**src/rtl/plab3_mem_coherence_initiator_pkg.sv**
```systemverilog
// Shared definitions for the coherence snoop initiator: FSM encodings,
// memory-message field widths and snoop-hit classification helpers.
package plab3_mem_coherence_initiator_pkg;

    localparam int ABW   = 32;
    localparam int CLW   = 128;
    localparam int LENW  = $clog2(CLW / 8);
    localparam int TYPEW = 3;
    localparam int TESTW = 2;

    localparam logic [TYPEW-1:0] MEM_TYPE_READ  = 3'd0;
    localparam logic [TESTW-1:0] SNOOP_HIT_TEST = 2'b01;

    typedef enum logic [2:0] {
        ST_IDLE       = 3'd0,
        ST_SNOOP_SEND = 3'd1,
        ST_SNOOP_WAIT = 3'd2,
        ST_MEM_REQ    = 3'd3,
        ST_MEM_WAIT   = 3'd4,
        ST_RESP       = 3'd5
    } state_t;

    typedef enum logic {
        SRC_SNOOP = 1'b0,
        SRC_MEM   = 1'b1
    } resp_src_t;

    // Only reads may be served from the peer; everything else goes to memory.
    function automatic logic is_snoop_hit(input logic [TYPEW-1:0] req_type,
                                          input logic [TESTW-1:0] resp_test);
        return (req_type == MEM_TYPE_READ) && (resp_test == SNOOP_HIT_TEST);
    endfunction

    function automatic logic [15:0] sat_inc16(input logic [15:0] value);
        if (value == 16'hFFFF) begin
            return value;
        end else begin
            return value + 16'd1;
        end
    endfunction

endpackage

```
**src/rtl/plab3_mem_coherence_initiator_timer.sv**
```systemverilog
// Loadable down-counter bounding the wait for a peer snoop response.
// zero flags the decrement that brings the count to zero.
module plab3_mem_coherence_initiator_timer #(
    parameter int p_width = 4
) (
    input  logic               clk,
    input  logic               reset,
    input  logic               load,
    input  logic [p_width-1:0] load_val,
    input  logic               dec,
    output logic               zero
);

    logic [p_width-1:0] cnt_r;

    // Count register: load has priority, decrement stops at zero
    always_ff @(posedge clk or negedge reset) begin
        if (!reset) begin
            cnt_r <= '0;
        end else if (load) begin
            cnt_r <= load_val;
        end else if (dec && (cnt_r != '0)) begin
            cnt_r <= cnt_r - p_width'(1);
        end else begin
            cnt_r <= cnt_r;
        end
    end

    assign zero = dec && (cnt_r <= p_width'(1));

endmodule

```
**src/rtl/plab3_mem_coherence_initiator.sv**
```systemverilog
// Snoop-first memory initiator: every upstream request is snooped to the peer
// cache; peer read hits are answered locally, all else goes to main memory.
module plab3_mem_coherence_initiator
    import plab3_mem_coherence_initiator_pkg::*;
#(
    parameter int p_opaque_nbits  = 8,
    parameter int p_snoop_timeout = 16,
    localparam int REQ_NB  = TYPEW + p_opaque_nbits + ABW + LENW + CLW,
    localparam int RESP_NB = TYPEW + p_opaque_nbits + TESTW + LENW + CLW
) (
    input  logic               clk,
    input  logic               reset,
    input  logic               sd,
    input  logic [REQ_NB-1:0]  upreq_msg,
    input  logic               upreq_val,
    output logic               upreq_rdy,
    output logic [RESP_NB-1:0] upresp_msg,
    output logic               upresp_val,
    input  logic               upresp_rdy,
    output logic [REQ_NB-1:0]  coherereq_msg,
    output logic               coherereq_val,
    input  logic [RESP_NB-1:0] cohereresp_msg,
    input  logic               cohereresp_val,
    output logic               cohereresp_rdy,
    output logic [REQ_NB-1:0]  memreq_msg,
    output logic               memreq_val,
    input  logic               memreq_rdy,
    input  logic [RESP_NB-1:0] memresp_msg,
    input  logic               memresp_val,
    output logic               memresp_rdy,
    output logic [15:0]        snoop_hit_cnt
);

    localparam int TW = $clog2(p_snoop_timeout);

    state_t              state_r;
    state_t              state_s;
    logic                snoop_hit_s;
    logic                timeout_s;
    logic [REQ_NB-1:0]   req_r;
    logic [CLW-1:0]      snoop_data_r;
    logic [RESP_NB-1:0]  resp_r;
    resp_src_t           src_r;
    logic [15:0]         hit_cnt_r;
    logic                upreq_rdy_r;
    logic                upresp_val_r;
    logic                coherereq_val_r;
    logic                cohereresp_rdy_r;
    logic                memreq_val_r;
    logic                memresp_rdy_r;
    logic [TESTW-1:0]    snoop_test_s;
    logic [p_opaque_nbits-1:0] req_opaque_s;
    logic                unused_s;

    assign snoop_test_s = cohereresp_msg[CLW+LENW +: TESTW];
    assign req_opaque_s = req_r[REQ_NB-TYPEW-1 -: p_opaque_nbits];

    plab3_mem_coherence_initiator_timer #(.p_width(TW)) u_timer (
        .clk      (clk),
        .reset    (reset),
        .load     (state_r == ST_SNOOP_SEND),
        .load_val (TW'(p_snoop_timeout - 1)),
        .dec      (state_r == ST_SNOOP_WAIT),
        .zero     (timeout_s)
    );

    // State register
    always_ff @(posedge clk or negedge reset) begin
        if (!reset) begin
            state_r <= ST_IDLE;
        end else begin
            state_r <= state_s;
        end
    end

    // Next-state logic; a response in the timeout cycle wins over the timeout
    always_comb begin
        state_s     = state_r;
        snoop_hit_s = 1'b0;
        case (state_r)
            ST_IDLE: begin
                if (upreq_val) state_s = ST_SNOOP_SEND;
                else           state_s = ST_IDLE;
            end
            ST_SNOOP_SEND: state_s = ST_SNOOP_WAIT;
            ST_SNOOP_WAIT: begin
                if (cohereresp_val) begin
                    if (is_snoop_hit(req_r[REQ_NB-1 -: TYPEW], snoop_test_s)) begin
                        state_s     = ST_RESP;
                        snoop_hit_s = 1'b1;
                    end else begin
                        state_s = ST_MEM_REQ;
                    end
                end else if (timeout_s) begin
                    state_s = ST_MEM_REQ;
                end else begin
                    state_s = ST_SNOOP_WAIT;
                end
            end
            ST_MEM_REQ: begin
                if (memreq_rdy) state_s = ST_MEM_WAIT;
                else            state_s = ST_MEM_REQ;
            end
            ST_MEM_WAIT: begin
                if (memresp_val) state_s = ST_RESP;
                else             state_s = ST_MEM_WAIT;
            end
            ST_RESP: begin
                if (upresp_rdy) state_s = ST_IDLE;
                else            state_s = ST_RESP;
            end
            default: state_s = ST_IDLE;
        endcase
    end

    // Transaction message registers and response source
    always_ff @(posedge clk or negedge reset) begin
        if (!reset) begin
            req_r        <= '0;
            snoop_data_r <= '0;
            resp_r       <= '0;
            src_r        <= SRC_MEM;
        end else begin
            if ((state_r == ST_IDLE) && upreq_val) begin
                req_r <= upreq_msg;
            end
            if ((state_r == ST_SNOOP_WAIT) && cohereresp_val) begin
                snoop_data_r <= cohereresp_msg[CLW-1:0];
            end
            if ((state_r == ST_MEM_WAIT) && memresp_val) begin
                resp_r <= memresp_msg;
                src_r  <= SRC_MEM;
            end else if (snoop_hit_s) begin
                src_r <= SRC_SNOOP;
            end
        end
    end

    // Saturating count of reads served by the peer
    always_ff @(posedge clk or negedge reset) begin
        if (!reset) begin
            hit_cnt_r <= 16'd0;
        end else if (snoop_hit_s) begin
            hit_cnt_r <= sat_inc16(hit_cnt_r);
        end else begin
            hit_cnt_r <= hit_cnt_r;
        end
    end

    // Handshake outputs are registered decodes of the next state
    always_ff @(posedge clk or negedge reset) begin
        if (!reset) begin
            upreq_rdy_r      <= 1'b1;
            upresp_val_r     <= 1'b0;
            coherereq_val_r  <= 1'b0;
            cohereresp_rdy_r <= 1'b0;
            memreq_val_r     <= 1'b0;
            memresp_rdy_r    <= 1'b0;
        end else begin
            upreq_rdy_r      <= (state_s == ST_IDLE);
            upresp_val_r     <= (state_s == ST_RESP);
            coherereq_val_r  <= (state_s == ST_SNOOP_SEND);
            cohereresp_rdy_r <= (state_s == ST_SNOOP_WAIT);
            memreq_val_r     <= (state_s == ST_MEM_REQ);
            memresp_rdy_r    <= (state_s == ST_MEM_WAIT);
        end
    end

    assign upreq_rdy      = upreq_rdy_r;
    assign upresp_val     = upresp_val_r;
    assign coherereq_val  = coherereq_val_r;
    assign cohereresp_rdy = cohereresp_rdy_r;
    assign memreq_val     = memreq_val_r;
    assign memresp_rdy    = memresp_rdy_r;
    assign coherereq_msg  = req_r;
    assign memreq_msg     = req_r;
    assign snoop_hit_cnt  = hit_cnt_r;

    assign upresp_msg = (src_r == SRC_SNOOP)
                      ? {MEM_TYPE_READ, req_opaque_s, {TESTW{1'b0}}, {LENW{1'b0}}, snoop_data_r}
                      : resp_r;

    // Security domain has no consumer here; peer header fields are not reused
    assign unused_s = ^{sd, cohereresp_msg[RESP_NB-1:CLW+LENW+TESTW],
                        cohereresp_msg[CLW+LENW-1:CLW]};

endmodule

```
**config.mk**
```make
export PLATFORM = sky130hd
export DESIGN_NAME = plab3_mem_coherence_initiator
export DESIGN_NICKNAME = d
export VERILOG_FILES = /design/src/rtl/plab3_mem_coherence_initiator_pkg.sv /design/src/rtl/plab3_mem_coherence_initiator_timer.sv /design/src/rtl/plab3_mem_coherence_initiator.sv
export SDC_FILE = /design/constraint.sdc
export NUM_CORES = 1
export LEC_CHECK = 0
export ABC_AREA = 1
export CAP_MARGIN = 20
export CORE_AREA = 10 10 374 376
export DETAILED_ROUTE_END_ITERATION = 12
export DIE_AREA = 0 0 384 386
export SLEW_MARGIN = 20
export SYNTH_ARGS = -nofsm -noshare
export SYNTH_HDL_FRONTEND = slang
export SYNTH_SLANG_ARGS = --single-unit
```
**constraint.sdc**
```tcl
create_clock -name clk -period 1.9 [get_ports clk]
set_input_delay 0.38 -clock clk [delete_from_list [all_inputs] [get_ports clk]]
set_output_delay 0.38 -clock clk [all_outputs]
set_load 0.02 [all_outputs]
```
==> results of run 1 <==
-- power by group --
group / internal [uW] / switching, uW / total, uW
clock: 6670 / 4720 / 11400
sequential: 15000 / 3960 / 18900
combinational: 16600 / 20300 / 36900
total: 38200 / 29000 / 67200
-- cells by family (layout without fill, tap and decap cells) --
group                    after synthesis  in the layout  share of synthesized area (%)
flip-flops                           478            478                           55.8
XOR/XNOR                               8              8                          0.327
AO/OA/AOI/OAI                          9              9                          0.274
AND/OR/NAND/NOR                     1097           1097                           19.5
multiplexers                         273            273                           14.5
adder cells (fa/ha/maj)                4              4                          0.234
buffers and inverters                311           1264                           9.27
other                                  0              8                              0
-- layout make-up --
type	instances	share of cell area, %
Sequential cell	478	33.5
Timing Repair Buffer	1128	32.5
Multi-Input combinational cell	1391	22.1
Tap cell	1768	6.18
Clock buffer	86	4.63
Clock inverter	15	0.661
Inverter	35	0.409
Antenna cell	8	0.0560
-- cell usage in the layout, fill, tap and decap left out, drive strengths merged --
cell and instances:
nand2 1037, clkdlybuf4s50 818, dfrtp 476, buf 298, mux2 273, clkbuf 90
inv 38, nor2 36, nand3 17, diode 8, o21ai 8, clkdlybuf4s15 7
xnor2 6, clkinv 6, nand4 5, bufinv 5, ha 4, nor3 2
xor2 2, dfstp 2, o211ai 1, clkinvlp 1, dlygate4sd3 1
-- tightest hold or removal path: cells and delay by family --
kind	cells	cell delay (ps)
buf+inv	1	390
simple gates	2	100
-- path summary, 6_finish.rpt --
path | endpoint | startpoint | cells past startpoint
setup / recovery | upresp_msg[35] | src_r$_DFFE_PN1P_ | 7
hold / removal | coherereq_msg[33]$_DFFE_PN0P_ | upreq_msg[33] | 3
setup reg to reg | resp_r[34]$_DFFE_PN0P_ | state_r[1]$_DFF_PN0_ | 5
hold reg to reg | snoop_data_r[86]$_DFFE_PN0P_ | snoop_data_r[86]$_DFFE_PN0P_ | 1
max in group asynchronous | coherereq_msg[0]$_DFFE_PN0P_ | reset | 4
min in group asynchronous | snoop_data_r[92]$_DFFE_PN0P_ | reset | 2
-- what timing repair did --
item                       4_1_cts  5_1_grt
hold buffers                     1        0
gates cloned                     2        3
pin swaps                       10        9
resized for setup              379      176
hold endpoints to repair        25        0
setup buffers                    8        3
setup endpoints to repair      510      510
-- metal layers --
metal | share of wire (%) | global-route usage (%) | vias to the layer above
li1 | - | - | 8500
met1 | 39 | 17.9 | 9457
met4 | 2.1 | 2.90 | 42
met2 | 50 | 26.9 | 769
met5 | 0.21 | 0 | -
met3 | 8.5 | 5.40 | 183
-- state kept, by name, indices dropped and copies added, names as in the netlist --
name and cells:
coherereq_msg 175, coherereq_val 1, cohereresp_rdy 1, memreq_val 1
memresp_rdy 1, resp_r 145, snoop_data_r 128, snoop_hit_cnt 16
src_r 1, state_r 3, u_timer.cnt_r 4, upreq_rdy 1
upresp_val 1
-- metrics by stage --
stage               instance area, sq um  setup slack (ps)  power [uW]  hold slack [ps]  utilization (%)
finish                             35800              -576       67200              271             27.0
global route                       35800              -653       70800              225             27.0
CTS                                35300              -660       67200              190             26.6
detailed placement                 32900              -315       54100              384             24.8
global placement                   32900              -309       53900              390             24.8
floorplan                          21400              70.9       35600             84.4                -
==> flow_metrics.py, run 1 <==
metrics = {
    "yosys": {
        "ys_seq_area_share_pct": 55.8,
        "syn_avg_cell_area_sq_um": 9.83,
        "ys_seq_elements": 478,
        "synth.most_common_cell": "nand2_1",
        "synth_top_area_share_pct": 55.6,
        "synth_flop_cell": "dfrtp_1",
        "synth_common_cells": "1,033 x nand2_1, 476 x dfrtp_1, 178 x buf_4",
        "async_flop_share_pct": 100,
        "synth_cell_types": 28,
        "synth_top_cells_by_area": "dfrtp_1 56%, nand2_1 18%, mux2_2 8.6%, buf_4 6.2%, mux2_1 5.3%",
        "yosysTopAreaCell": "dfrtp_1",
        "synthCells": 2180,
        "syn_area_sq_um": 21400,
        "synth_fp_nets": 2657,
        "synth-edff-count": 0,
        "yosysWarnings": 0,
    },
    "floorplanning": {
        "io_pins": 990,
        "start_util_pct": 16.2,
        "die-area_sq_um": 148000,
        "fp.coreArea_sq_um": 133000,
        "fp-row-count": 134,
        "dieWidth_microns": 384,
        "die_h_microns": 386,
    },
    "setup_path": {
        "critPathRequiredTime_ps": 1520,
        "cp.arrival_ps": 2100,
        "crit_buf_inv": 5,
        "cp_max_fo": 8,
        "cp-start-kind": "register",
        "cp-end-kind": "output pin",
        "max_stage_delay_ps": 660,
        "cp_top_family": "flip-flops",
        "critPathKind": "register to output pin",
        "cpMaxStageDelayCell": "dfstp_4",
        "path_cells": "inv_6 > buf_12 > buf_8 > buf_4 > nand2_2 > nand2_2 > buf_6",
        "ff2ff_setup_slack_ps": 100,
        "path_common_cell": "nand2_2",
    },
    "placed_design": {
        "placed_cells": 4784,
        "place_congestion": 0.907,
        "hpwl_mm": 98.3,
        "port_buffers": 973,
    },
    "global_route": {
        "grt_start_max_net_pins": 53,
        "grt_first_pass_wirelength_mm": 160,
        "grt.overflow.total": 0,
        "antenna_found_initial": 60,
        "grt_pass1_vias": 19500,
        "grtUsageTotal_pct": 15.3,
    },
    "power": {
        "leakage_uw": 0.0165,
        "ir_drop_mv": 1.15,
        "power_density_nw_per_um2": 1880,
    },
    "drt": {
        "firstDrtPassIters": 5,
        "drc": 0,
        "vias": 19000,
        "antenna_left": 0,
        "drt-total-wl_mm": 121,
        "vias_per_cell": 3.86,
        "wl_per_cell_microns": 24.6,
        "drtIter0Drc": 1048,
    },
    "cts": {
        "cts_sinks": 478,
        "clock-root-buffer": "clkbuf_16",
        "tritoncts": "built",
        "cts_htree_levels": 2,
        "cts-buffers-inserted": 57,
        "clkTransAtPathRegs_ps": 60,
        "insertion_delay_ps": 650,
        "clockBufferDepth": 3,
    },
    "timing": {
        "fin_tns_setup_ps": -124770,
        "slew_headroom_pct": 61.1,
        "worst_pin_slew_ps": 584,
        "layout_setup_ws_ps": -576,
        "min_period_over_period_pct": 130,
        "rsz0062_at_grt": "true",
        "hold_viol": 0,
        "fin_skew_ps": 23.0,
        "period_minus_slack_ps": 2480,
        "max_freq_mhz": 404,
        "slew_violations": 0,
        "setup_viol": 508,
    },
    "final_layout": {
        "fillers": 14000,
        "layout-drive-gt1-share_pct": 22.1,
        "nets": 3568,
        "stdcell_count": 4909,
        "register_area_sq_um": 12000,
        "multi_input_area_sq_um": 7890,
        "area_growth_pct": 66.9,
    },
    "status": {
        "status": "finished, violations left",
        "violations": "negative setup slack",
    },
    "job": {
        "drv_cap": 0,
    },
    "min_path": {
        "min_path_type": "input pin to register",
    },
}
No activity file was read; power rests on OpenSTA's default activity.
==> run 2: changes to the inputs <==
- ABC_AREA: 1 -> unset
- CORE_AREA: 10 10 374 376 -> 10 10 381 383
- DIE_AREA: 0 0 384 386 -> 0 0 391 393
- PLACE_DENSITY: unset -> 0.39
==> run 2 against run 1 <==
The run still ends with negative setup slack left. Via count fell by 19%. Cell area rose by 2.8%. Clock skew rose by 20 ps. Synthesized cell count fell by 35%. Critical path type unchanged.
==> flow_metrics.py, run 2 <==
metrics = {
    "status": {
        "status": "finished, violations left",
        "violations": "negative setup slack",
    },
    "setup_path": {
        "cp-end-kind": "output pin",
        "max_stage_delay_ps": 640,
        "r2r-start": "state_r[0]$_DFF_PN0_",
        "path_cells": "buf_12 > buf_6 > mux2_2 > dlygate4sd2_1",
        "critPathRequiredTime_ps": 1520,
        "cp.arrival_ps": 2320,
        "cp_max_fo": 17,
        "crit_start": "src_r$_DFFE_PN1P_",
        "critPathKind": "register to output pin",
        "cp-start-kind": "register",
        "crit_buf_inv": 3,
        "cpMaxStageDelayCell": "dfstp_4",
        "cp_top_family": "buffers and inverters",
    },
    "cts": {
        "cts_htree_levels": 3,
        "cts-buffers-inserted": 66,
        "clockBufferDepth": 3,
        "clkTransAtPathRegs_ps": 60,
        "insertion_delay_ps": 650,
        "clock-root-buffer": "clkbuf_16",
        "cts_sinks": 478,
        "tritoncts": "built",
    },
    "power": {
        "leakage_uw": 0.0187,
        "p_int_uw": 41900,
        "p_switching_uw": 26900,
        "ir_drop_mv": 0.930,
        "power_uw": 68700,
        "swShare_pct": 39.1,
        "power_frac_clock_pct": 18.2,
        "power_density_nw_per_um2": 1870,
        "pwr-share-comb_pct": 53.5,
        "power_frac_seq_pct": 28.3,
    },
    "min_path": {
        "min_path_type": "input pin to async pin",
    },
    "yosys": {
        "synth-edff-count": 0,
        "syn_area_sq_um": 21000,
        "async_flop_share_pct": 100,
        "synth_fp_nets": 1888,
        "yosysWarnings": 0,
        "synth_flop_cell": "dfrtp_1",
        "yosysTopAreaCell": "dfrtp_1",
        "synthCells": 1411,
        "synth_cell_types": 37,
        "synth.most_common_cell": "mux2_2",
        "synth_top_cells_by_area": "dfrtp_1 57%, mux2_2 31%, buf_4 6.7%, buf_2 0.81%, xnor2_1 0.46%",
        "synth_common_cells": "585 x mux2_2, 476 x dfrtp_1, 186 x buf_4",
        "synth_top_area_share_pct": 56.8,
        "syn_avg_cell_area_sq_um": 14.9,
        "ys_seq_area_share_pct": 57.0,
        "ys_seq_elements": 478,
    },
    "floorplanning": {
        "dieWidth_microns": 391,
        "die-area_sq_um": 154000,
        "fp-row-count": 136,
        "start_util_pct": 15.3,
        "io_pins": 990,
        "fp.coreArea_sq_um": 137000,
        "die_h_microns": 393,
    },
    "global_route": {
        "antenna_found_initial": 67,
        "grt_first_pass_wirelength_mm": 138,
        "grt_start_max_net_pins": 63,
        "grtUsageTotal_pct": 12.6,
        "grt_pass1_vias": 17000,
        "grt.overflow.total": 0,
    },
    "timing": {
        "hold_viol": 0,
        "fin_skew_ps": 43.5,
        "setup_viol": 256,
        "period_minus_slack_ps": 2700,
        "worst_pin_slew_ps": 523,
        "max_freq_mhz": 370,
        "min_period_over_period_pct": 142,
        "slew_violations": 0,
        "layout_setup_ws_ps": -800,
        "slew_headroom_pct": 65.1,
        "rsz0062_at_grt": "true",
    },
    "final_layout": {
        "fillers": 14200,
        "final_common_cell": "dfrtp_1",
        "area_growth_pct": 75.3,
        "design_area_sq_um": 36800,
        "nets": 2852,
        "largest_register_ff_count": 175,
        "layout-drive-gt1-share_pct": 42.3,
        "final_cell_mix": "468 x dfrtp_1, 455 x clkdlybuf4s50_1, 441 x mux2_2, 360 x dlymetal6s2s_1, 144 x mux2_4",
        "final_util_pct": 26.8,
    },
    "drt": {
        "vias": 15300,
        "drt-total-wl_mm": 105,
        "drtIter0Drc": 534,
        "wl_per_cell_microns": 24.7,
        "vias_per_cell": 3.61,
        "antenna_left": 0,
        "drc": 0,
        "firstDrtPassIters": 4,
    },
    "job": {
        "drv_cap": 0,
    },
    "placed_design": {
        "port_buffers": 973,
        "place_congestion": 0.854,
        "dpl_cell_area_sq_um": 32500,
        "hpwl_mm": 82.0,
    },
}
## run 2: cell types whose count changed in the layout (fill, tap and decap cells not counted), sizes merged, moves of 12 or more
cell           change
and2              +12
buf               -61
clkbuf            +65
clkdlybuf4s15     +17
clkdlybuf4s50    -363
diode             +18
dlymetal6s2s     +360
inv               -27
mux2             +312
nand2           -1027
nor2              -30
## run 2: through the flow
stage | hold WS (ps) | cells | setup TNS (ps) | worst slack, ps
3_5_place_dp | 359 | 4051 | -191490 | -469
2_1_floorplan | 84.4 | 1411 | -1820 | -18.2
3_3_place_gp | 355 | 4051 | -189530 | -469
5_1_grt | 285 | 4226 | -119520 | -875
4_1_cts | 235 | 4180 | -242440 | -938
6_report | 308 | 4241 | -101310 | -800
## run 2: kinds of logic (layout without fill, tap and decap cells)
kind of cell,Yosys count,count (layout),synth area share [%]
AOI/OAI and AO/OA,15,15,0.447
xor gates and xnor gates,17,17,0.710
adders and majority gates,4,4,0.239
buffers and inverters,248,1258,8.08
DFF,478,478,57.0
muxes,587,587,31.5
other,0,26,0
and+or+nand+nor,62,62,1.99
## run 2: area by class of cell
class                           instances  area (sq um)  share of cell area, %
Inverter                                5          18.8                 0.0510
Tap cell                             1794          2240                   6.11
Multi-Input combinational cell        685          7890                   21.5
Antenna cell                           26          65.1                  0.177
Clock inverter                         19           285                  0.776
Clock buffer                           95          1870                   5.09
Timing Repair Buffer                 1139         12400                   33.8
Sequential cell                       478         12000                   32.6
## run 2: worst paths after layout
kind,depth (start not counted),slack (ps),to
max,4,-800,upresp_msg[105]
min,2,310,snoop_data_r[31]$_DFFE_PN0P_
max reg2reg,6,-70,snoop_data_r[63]$_DFFE_PN0P_
min reg2reg,1,500,snoop_hit_cnt[15]$_DFFE_PN0P_
max in group asynchronous,3,810,snoop_data_r[69]$_DFFE_PN0P_
min in group clk,2,340,resp_r[18]$_DFFE_PN0P_
## run 2: timing repair
action                                  CTS  global route
resized for setup                       369           777
endpoints found under the hold margin    12             0
buffers inserted                         12            23
hold buffers                              1             0
endpoints found under the setup margin  772           955
gates cloned                              2            13
pin swaps                                 0             8
## run 2: metal layers
| layer | track usage, % | part of all wire, % | vias to the layer above |
|---|---|---|---|
| li1 | - | - | 6754 |
| met1 | 13.9 | 39 | 7687 |
| met2 | 20.4 | 48 | 590 |
| met3 | 6.71 | 10 | 190 |
| met4 | 4.56 | 2.7 | 76 |
| met5 | 0 | 0.46 | - |
## run 2: power groups by stage
stage	Clock (uW)	Combinational [uW]	Sequential, uW
after floorplan	0	18100	20000
after global placement	0	35600	19700
after detailed placement	0	35900	19700
after CTS	13100	35600	19700
after global routing	13400	38600	20100
final	12500	36800	19500
==> run 3: changes to the inputs <==
- CAP_MARGIN: 20 -> 25
- CELL_PAD_IN_SITES_DETAIL_PLACEMENT: unset -> 0
- CELL_PAD_IN_SITES_GLOBAL_PLACEMENT: unset -> 1
- CORE_AREA: 10 10 381 383 -> 10 10 377 379
- DIE_AREA: 0 0 391 393 -> 0 0 387 389
- PLACE_DENSITY: 0.39 -> 0.47
==> run 3 against run 2 <==
First-iteration DRC count shrank 20%. Sequential power is essentially flat. Setup slack lost 68 ps. Critical path depth did not move. Die area shrank 2.0%. Highest routed layer unchanged. Largest power group unchanged. The flow still finishes with violations (negative setup slack). Via count shrank 0.73%. Hold slack worse by 54 ps. Flip-flop and latch count unchanged. Largest cell class is now flip-flops and latches. Combinational power down 2%.
==> flow_metrics.py, run 3 (synthesis gave the netlist of run 2 again) <==
metrics = {
    "cts": {
        "clockBufferDepth": 3,
        "cts_sinks": 478,
        "cts-buffers-inserted": 66,
        "tritoncts": "built",
        "clock-root-buffer": "clkbuf_16",
        "clkTransAtPathRegs_ps": 50,
        "cts_htree_levels": 3,
        "insertion_delay_ps": 640,
    },
    "setup_path": {
        "cp-start-kind": "register",
        "critPathRequiredTime_ps": 1520,
        "cp-end-kind": "output pin",
        "worstRegToRegCells": 4,
        "ff2ff_setup_slack_ps": -90,
        "cp.arrival_ps": 2390,
        "r2r-start": "state_r[0]$_DFF_PN0_",
        "critPathKind": "register to output pin",
        "cp_max_fo": 15,
        "worstReg2RegEnd": "resp_r[142]$_DFFE_PN0P_",
    },
    "power": {
        "p_int_uw": 40700,
        "leakage_uw": 0.0144,
        "pwr-share-comb_pct": 53.1,
        "power_frac_seq_pct": 29.1,
        "p_switching_uw": 26900,
        "swShare_pct": 39.8,
        "power_frac_clock_pct": 17.8,
        "power_density_nw_per_um2": 1950,
        "ir_drop_mv": 0.868,
    },
    "placed_design": {
        "dpl_cell_area_sq_um": 32400,
        "placed_cells": 4025,
        "place_congestion": 0.855,
        "port_buffers": 973,
        "hpwl_mm": 90.7,
    },
    "timing": {
        "max_freq_mhz": 361,
        "fin_skew_ps": 18.4,
        "hold_viol": 0,
        "slew_headroom_pct": 60.6,
        "min_period_over_period_pct": 146,
        "setup_viol": 607,
        "rsz0062_at_grt": "true",
        "layout_setup_ws_ps": -868,
        "slew_violations": 0,
        "period_minus_slack_ps": 2770,
        "worst_pin_slew_ps": 585,
        "fin_tns_setup_ps": -170390,
    },
    "drt": {
        "antenna_left": 0,
        "vias_per_cell": 3.63,
        "drc": 0,
        "firstDrtPassIters": 5,
        "wl_per_cell_microns": 26.2,
        "drt-total-wl_mm": 110,
        "drtIter0Drc": 426,
        "vias": 15200,
    },
    "final_layout": {
        "design_area_sq_um": 34700,
        "area_growth_pct": 65.6,
        "final_util_pct": 25.8,
        "nets": 2817,
        "stdcell_count": 4189,
        "final_cell_mix": "822 x clkdlybuf4s50_1, 555 x mux2_2, 476 x dfrtp_1, 113 x buf_4, 70 x clkbuf_16",
        "final_common_cell": "clkdlybuf4s50_1",
        "largest_register_ff_count": 175,
        "fillers": 13900,
        "layout-drive-gt1-share_pct": 39.8,
    },
    "floorplanning": {
        "die_h_microns": 389,
        "dieWidth_microns": 387,
        "io_pins": 990,
        "fp-row-count": 135,
        "start_util_pct": 15.6,
        "die-area_sq_um": 151000,
        "fp.coreArea_sq_um": 135000,
    },
    "status": {
        "violations": "negative setup slack",
        "status": "finished, violations left",
    },
    "min_path": {
        "min_path_type": "input pin to async pin",
    },
    "job": {
        "drv_cap": 0,
    },
    "global_route": {
        "grt_start_max_net_pins": 76,
        "grtUsageTotal_pct": 13.9,
        "grt_pass1_vias": 17000,
        "grt.overflow.total": 0,
        "antenna_found_initial": 34,
        "grt_first_pass_wirelength_mm": 148,
    },
}
-- run 3: worst max-delay path by stage --
stage / startpoint / cells after the start / end
floorplan: src_r$_DFFE_PN1P_ / 3 / upresp_msg[100]
global placement: src_r$_DFFE_PN1P_ / 4 / upresp_msg[42]
detailed placement: src_r$_DFFE_PN1P_ / 4 / upresp_msg[42]
CTS: src_r$_DFFE_PN1P_ / 4 / upresp_msg[53]
global route: src_r$_DFFE_PN1P_ / 4 / upresp_msg[49]
finish: src_r$_DFFE_PN1P_ / 4 / upresp_msg[49]
-- run 3: power by group through the flow --
stage | clock (uW) | sequential, uW | combinational [uW]
after floorplan | 0 | 20000 | 18100
after global placement | 0 | 19800 | 36200
after detailed placement | 0 | 19900 | 36300
after CTS | 12600 | 19800 | 35600
after global routing | 13000 | 20400 | 37700
final | 12000 | 19700 | 36000
-- run 3: final cells by class --
| type | instances | area [sq um] | share of cell area, % |
|---|---|---|---|
| clock buffers | 100 | 1930 | 5.56 |
| flip-flops and latches | 478 | 12000 | 34.4 |
| clock inverters | 18 | 159 | 0.457 |
| diodes | 18 | 45.0 | 0.130 |
| inverters | 5 | 18.8 | 0.0540 |
| multi-input cells | 685 | 7440 | 21.4 |
| repair buffers | 1104 | 10900 | 31.5 |
| well taps | 1781 | 2230 | 6.41 |
-- run 3: per-stage QoR --
step	setup slack, ps	power, uW	hold slack, ps
3_5_place_dp	-555	56200	269
6_report	-868	67700	254
5_1_grt	-961	71100	211
2_1_floorplan	-18.2	38100	84.4
4_1_cts	-1010	68000	186
3_3_place_gp	-560	56000	270
-- run 3: per-layer routing --
metal  share of wire [%]  wire length [microns]  GRT usage (%)  up-vias
li1                    -                      -              -     6660
met1                  38                  41500           15.3     7832
met2                  51                  56500           25.4      544
met3                 8.0                   8770           5.35      130
met4                 2.6                   2860           2.87       20
met5                0.12                    130              0        -
-- run 3: what timing repair did --
action                     4_1_cts  5_1_grt
setup endpoints to repair      640      711
hold buffers                     1        0
setup buffers                    1       22
hold endpoints to repair       239        0
resized for setup              249      248
cloned                           1        3
-- run 3: critical path, stage by stage, from the launching register on --
cell and delay (ps):
dfstp_4 630, buf_12 170, buf_6 190, mux2_2 380
dlygate4sd2_1 330
